$ cat config.mk
export PLATFORM = sky130hd
export DESIGN_NAME = exp_golomb_encoding
export DESIGN_NICKNAME = d
export VERILOG_FILES = /design/src/rtl/exp_golomb_encoding.sv
export SDC_FILE = /design/constraint.sdc
export NUM_CORES = 1
export LEC_CHECK = 0
export BUFFER_PORTS_ARGS = -buffer_cell sky130_fd_sc_hd__buf_2
export CAP_MARGIN = 15
export CORE_ASPECT_RATIO = 0.6
export CORE_MARGIN = 2
export CORE_UTILIZATION = 50
export CTS_CLUSTER_SIZE = 25
export DETAILED_ROUTE_END_ITERATION = 6
export MAX_ROUTING_LAYER = met4
export PLACE_DENSITY = 0.69
export SYNTH_ARGS = -nofsm -noshare
export SYNTH_HDL_FRONTEND = slang
export SYNTH_SLANG_ARGS = --single-unit
$ cat constraint.sdc
create_clock -name clk -period 12.4 [get_ports clk]
set_clock_uncertainty 0.2 [all_clocks]
set_input_delay 2.48 -clock clk [delete_from_list [all_inputs] [get_ports clk]]
set_output_delay 2.48 -clock clk [all_outputs]
set_load 0.005 [all_outputs]
$ cat src/rtl/exp_golomb_encoding.sv
// Exp-Golomb encoder for ue(v)/se(v)/te(v) syntax elements. Codewords are
// packed MSB-first into a bit buffer and emitted as 16-bit words.
module exp_golomb_encoding #(
  parameter int BUF_W = 40,
  parameter int CNT_W = 24
) (
  input  logic             clk,
  input  logic             reset,
  input  logic             in_valid,
  output logic             in_ready,
  input  logic [1:0]       in_sel,
  input  logic [10:0]      in_value,
  input  logic [3:0]       te_range,
  input  logic             flush,
  output logic             flush_done,
  output logic [15:0]      out_word,
  output logic             out_valid,
  input  logic             out_ready,
  output logic             code_err,
  output logic [CNT_W-1:0] bit_count
);

  localparam int CW = $clog2(BUF_W + 1);
  localparam logic [CW-1:0] LP_BUF  = CW'(BUF_W);
  localparam logic [CW-1:0] LP_WORD = CW'(16);

  typedef enum logic {ST_RUN = 1'b0, ST_FLUSH = 1'b1} state_t;

  state_t           r_state;
  logic [BUF_W-1:0] r_buf;
  logic [CW-1:0]    r_cnt;
  logic             r_out_valid;
  logic [15:0]      r_out_word;
  logic             r_code_err;
  logic             r_flush_done;
  logic [CNT_W-1:0] r_bit_count;

  logic [11:0]      w_code_num;
  logic [11:0]      w_x;
  logic [3:0]       w_m;
  logic [4:0]       w_len;
  logic [20:0]      w_code;
  logic             w_legal;
  logic             w_acc;
  logic             w_xfer;
  logic [BUF_W-1:0] w_buf_nxt;
  logic [CW-1:0]    w_cnt_nxt;
  logic [CW-1:0]    w_add;
  state_t           w_state_nxt;
  logic             w_flush_done;

  assign in_ready   = (r_state == ST_RUN) && (r_cnt <= LP_WORD) && !flush;
  assign out_valid  = r_out_valid;
  assign out_word   = r_out_word;
  assign code_err   = r_code_err;
  assign flush_done = r_flush_done;
  assign bit_count  = r_bit_count;
  assign w_acc      = in_valid && in_ready;
  assign w_xfer     = r_out_valid && out_ready;

  // codeword = (codeNum+1) in 2M+1 bits; its M leading zeros come for free
  always_comb begin
    w_code_num = 12'd0;
    w_legal    = 1'b0;
    w_m        = 4'd0;
    w_len      = 5'd0;
    w_code     = 21'd0;
    case (in_sel)
      2'b01, 2'b11: begin
        w_legal    = (in_value != 11'h7FF);
        w_code_num = {1'b0, in_value};
      end
      2'b10: begin
        w_legal = (in_value != 11'h400);
        if (!in_value[10] && (in_value != 11'd0)) begin
          w_code_num = {in_value, 1'b0} - 12'd1;
        end else begin
          w_code_num = 12'd0 - {in_value, 1'b0};
        end
      end
      default: begin
        w_legal    = 1'b0;
        w_code_num = 12'd0;
      end
    endcase
    w_x = w_code_num + 12'd1;
    for (int i = 0; i < 12; i++) begin
      if (w_x[i]) begin
        w_m = 4'(i);
      end
    end
    if ((in_sel == 2'b11) && (te_range <= 4'd1)) begin
      w_len  = 5'd1;
      w_code = {20'd0, ~in_value[0]};
    end else begin
      w_len  = {w_m, 1'b1};
      w_code = {9'd0, w_x};
    end
  end

  // Drain before append so a same-cycle accept lands right after the remaining bits
  always_comb begin
    w_buf_nxt    = r_buf;
    w_cnt_nxt    = r_cnt;
    w_add        = {CW{1'b0}};
    w_state_nxt  = r_state;
    w_flush_done = 1'b0;
    if (w_xfer) begin
      w_buf_nxt = r_buf << 16;
      w_cnt_nxt = r_cnt - LP_WORD;
    end else begin
      w_buf_nxt = r_buf;
      w_cnt_nxt = r_cnt;
    end
    if (w_acc && w_legal) begin
      w_buf_nxt = w_buf_nxt | (BUF_W'(w_code) << (LP_BUF - w_cnt_nxt - CW'(w_len)));
      w_cnt_nxt = w_cnt_nxt + CW'(w_len);
      w_add     = CW'(w_len);
    end else begin
      w_add = {CW{1'b0}};
    end
    case (r_state)
      ST_RUN: begin
        if (flush) begin
          w_state_nxt = ST_FLUSH;
        end else begin
          w_state_nxt = ST_RUN;
        end
      end
      ST_FLUSH: begin
        if (r_cnt == {CW{1'b0}}) begin
          w_state_nxt  = ST_RUN;
          w_flush_done = 1'b1;
        end else if (r_cnt < LP_WORD) begin
          // buffer bits below count are always zero, so padding is a count bump
          w_cnt_nxt = LP_WORD;
          w_add     = LP_WORD - r_cnt;
        end else begin
          w_state_nxt = ST_FLUSH;
        end
      end
      default: begin
        w_state_nxt = ST_RUN;
      end
    endcase
  end

  // State, buffer and registered outputs
  always_ff @(posedge clk or posedge reset) begin
    if (reset) begin
      r_state      <= ST_RUN;
      r_buf        <= {BUF_W{1'b0}};
      r_cnt        <= {CW{1'b0}};
      r_out_valid  <= 1'b0;
      r_out_word   <= 16'h0000;
      r_code_err   <= 1'b0;
      r_flush_done <= 1'b0;
      r_bit_count  <= {CNT_W{1'b0}};
    end else begin
      r_state      <= w_state_nxt;
      r_buf        <= w_buf_nxt;
      r_cnt        <= w_cnt_nxt;
      r_out_valid  <= (w_cnt_nxt >= LP_WORD);
      r_out_word   <= w_buf_nxt[BUF_W-1 -: 16];
      r_code_err   <= w_acc && !w_legal;
      r_flush_done <= w_flush_done;
      r_bit_count  <= r_bit_count + CNT_W'(w_add);
    end
  end

endmodule

==> impl_results.md <==
- Status: finished, final reports clean
- Critical path type: input pin to register
- Fin nets: 762
- CTS Hold Buffers Added: 0
- Final ANT Viol Nets: 0
- Final worst-path cycle share: 75.1%
- Die Ht: 87.4 µm
- Post-CTS setup buffer count: 0
- Multi-input logic area: 3540 µm²
- Crit path top cell by count: ha_1
- Vias in the first global route: 5204
- Critical-path top delay cell: fa_1
- Pin count of the biggest net entering global routing: 75
- Yosys warns: 0
- Die X: 143 µm
- Post-synth EDFFs: 0
- Worst Reg-to-Reg Cells: 20
- Post-CTS sizing: 0
- Relative slew margins: 38.2%
- Placed insts: 863
- CTS Buf Count: 9
- H-tree levels: 3
- Worst path buffer plus inverter count: 3
- Final Hold Fails: 0
- HP Class: register to register
- Average size of a mapped cell: 8.45 µm²
- Total nets after synthesis: 733
- R2r endpoint: bit_count[18]$_DFF_PP0_
- Cells along the critical path: buf_2 -> inv_1 -> ha_1 -> nor3b_1 -> a32o_1 -> a221o_1 -> ha_1 -> nor3b_1 -> and4bb_1 -> xnor2_1 -> or4_1 -> a311oi_1 -> ha_1 -> fa_1 -> inv_1 -> nand2b_1 -> o22ai_1 -> a221o_1
- Post-Route Setup TNS: 0 ns
- Crit Path Max Fanout: 17
- Post-Layout Cell Count: 879
- # rows: 30
- Endpoint, Worst Hold: bit_count[23]$_DFF_PP0_
- Share of post-route cells with drive strength above 1: 14.7%
- Post-Route WL: 15700 µm
- Fin crit period: 9.31 ns
- First-pass GRT wire length: 25800 µm
- Hold slack: 0.272 ns
- Synth async-reset ratio: 100%
- Total power: 1.39 mW
- DRC Markers: 0
- Min-delay src: bit_count[23]$_DFF_PP0_
- Hold depth: 1
- Seq cells post-synth: 74
- Reg clk slew, reported paths: 0.06 ns
- IO Count: 66
- Reg-to-reg setup timing slack: 6.73 ns
- Gr usage total: 26.9%
- ANT cells: 0
- CP arrival: 9.33 ns
- Crit start category: input pin
- Setup-failing EPs final: 0
- Clock sink count: 74
- Syn Inst Count: 685
- Worst-Skew Late Latency: 0.35 ns
- Fill count: 1048
- Fmax achieved: 0.107 GHz
- Crit. End Element: register
- Leak pwr: 2.92 nW
- Storage cell area: 1850 µm²
- Predominant post-synthesis flop cell: dfrtp_1
- Gr ovfl total: 0
- Worst vdd ir: 0.155 mV
- Routed wire length per instance: 17.9 µm
- Worst-margin pin slew: 0.927 ns
- CP required: 12.42 ns
- GP Congestion: 0.951
- Commonest cells in the synthesized netlist: dfrtp_1, nor2_1, nand2_1
- Reg-to-Reg Start: r_cnt[0]$_DFF_PP0_
- Vias/cell: 6.19
- PD cells: 218 nW/µm²
- Core Area: 11300 µm²
- Synth area leader: dfrtp_1
- CP top delay family: simple AND/OR/NAND/NOR gates
- CTS tree: yes
- Synth top area cells: dfrtp_1, xnor2_1, ha_1
- Worst-case clock buffer depth: 2
- Hpwl dp: 11600 µm
- Port Buf Inserts: 64
- Mapped cell area: 5790 µm²
- Starting Density: 51.2%
- CP max stage delay: 0.95 ns
- Register area share after synthesis: 32.0%
- Post-synth top area share: 32.0%
- Count leader, synth: dfrtp_1
- Unrepaired setup endpoints after global routing: false
- Area growth syn-to-layout: 10.2%
- Root buf cell: clkbuf_16
- Drt first-iter violations: 559
- Router iterations before antenna repair: 5
- Max Slew Vio Count: 0
- Post-synth cell types: 75
- Die area: 12500 µm²
- Max-cap viol count: 0
- Total number of vias: 5442
- Initial antenna violation count: 0
cell type report:
class | instances | area share (%)
multi-input combinational | 525 | 55.5
sequential | 74 | 29.0
timing repair buffer | 68 | 5.49
clock buffer | 9 | 3.53
tap | 160 | 3.14
inverter | 36 | 2.12
clock inverter | 7 | 1.22
cell usage in the layout (no fill, tap or decap), types with 4 or more instances in the layout:
master	count
xnor2_1	33
a31o_2	4
o31ai_1	5
nand3_1	22
mux2i_1	17
o21bai_1	4
nor2b_1	6
a22oi_1	7
or4_1	4
buf_2	64
o22ai_1	15
nor3b_1	4
a2bb2oi_1	4
dfrtp_1	74
a21oi_1	37
ha_1	23
and3_1	9
nor3_1	11
nor2_1	70
o21ai_0	31
a21o_1	9
and2_1	8
a221o_1	8
or2_2	5
buf_4	4
inv_1	35
or3_1	7
a32oi_1	6
clkbuf_16	9
xor2_1	16
nand4_1	11
a31oi_1	6
o221ai_1	16
nand2_1	65
a221oi_1	5
kinds of logic after synthesis:
logic type,share of synthesized area [%]
AND/OR/NAND/NOR,19.7
AO/OA/AOI/OAI,24.5
buffers and inverters,6.98
flip-flops,32.0
XOR/XNOR,7.69
adder cells (fa/ha/maj),6.01
multiplexers,3.13
routing by layer:
metal	track usage (%)	part of all wire (%)	vias to the layer above
met4	5.40	0.99	0
met3	5.66	8.2	24
met1	38.8	48	2622
li1	-	-	2552
met5	-	0	-
met2	39.2	43	244
where the power goes:
| part | switching (mW) | internal, mW |
|---|---|---|
| registers | 0.0501 | 0.302 |
| clock network | 0.109 | 0.157 |
| logic | 0.480 | 0.290 |
| total | 0.640 | 0.750 |
through the flow:
step                      area [µm²]  worst slack [ns]  utilization, %
final                           6380              3.09            56.5
after global routing            6380              2.63            56.5
after CTS                       6380              3.20            56.5
after detailed placement        6080              2.89            53.8
after global placement          6080              2.95            53.8
after floorplan                 5790              4.20               -
registers in the layout, indices dropped and copies added, names as in the netlist:
name,cells
r_buf,25
bit_count,24
out_word,15
r_cnt,6
code_err,1
flush_done,1
out_valid,1
r_state,1
how the worst max path moves through the flow:
| stage | end | depth (start not counted) | startpoint | slack (ns) |
|---|---|---|---|---|
| after CTS | out_word[0]$_DFF_PP0_ | 22 | in_value[0] | 3.20 |
| after floorplan | r_buf[17]$_DFF_PP0_ | 27 | in_value[0] | 4.20 |
| after global routing | out_word[1]$_DFF_PP0_ | 22 | in_value[0] | 2.63 |
| after global placement | out_word[0]$_DFF_PP0_ | 18 | in_value[0] | 2.95 |
| after detailed placement | out_word[0]$_DFF_PP0_ | 22 | in_value[0] | 2.89 |
| final | out_word[0]$_DFF_PP0_ | 18 | in_value[0] | 3.09 |
Note: power is estimated with default switching activity, not from simulation.
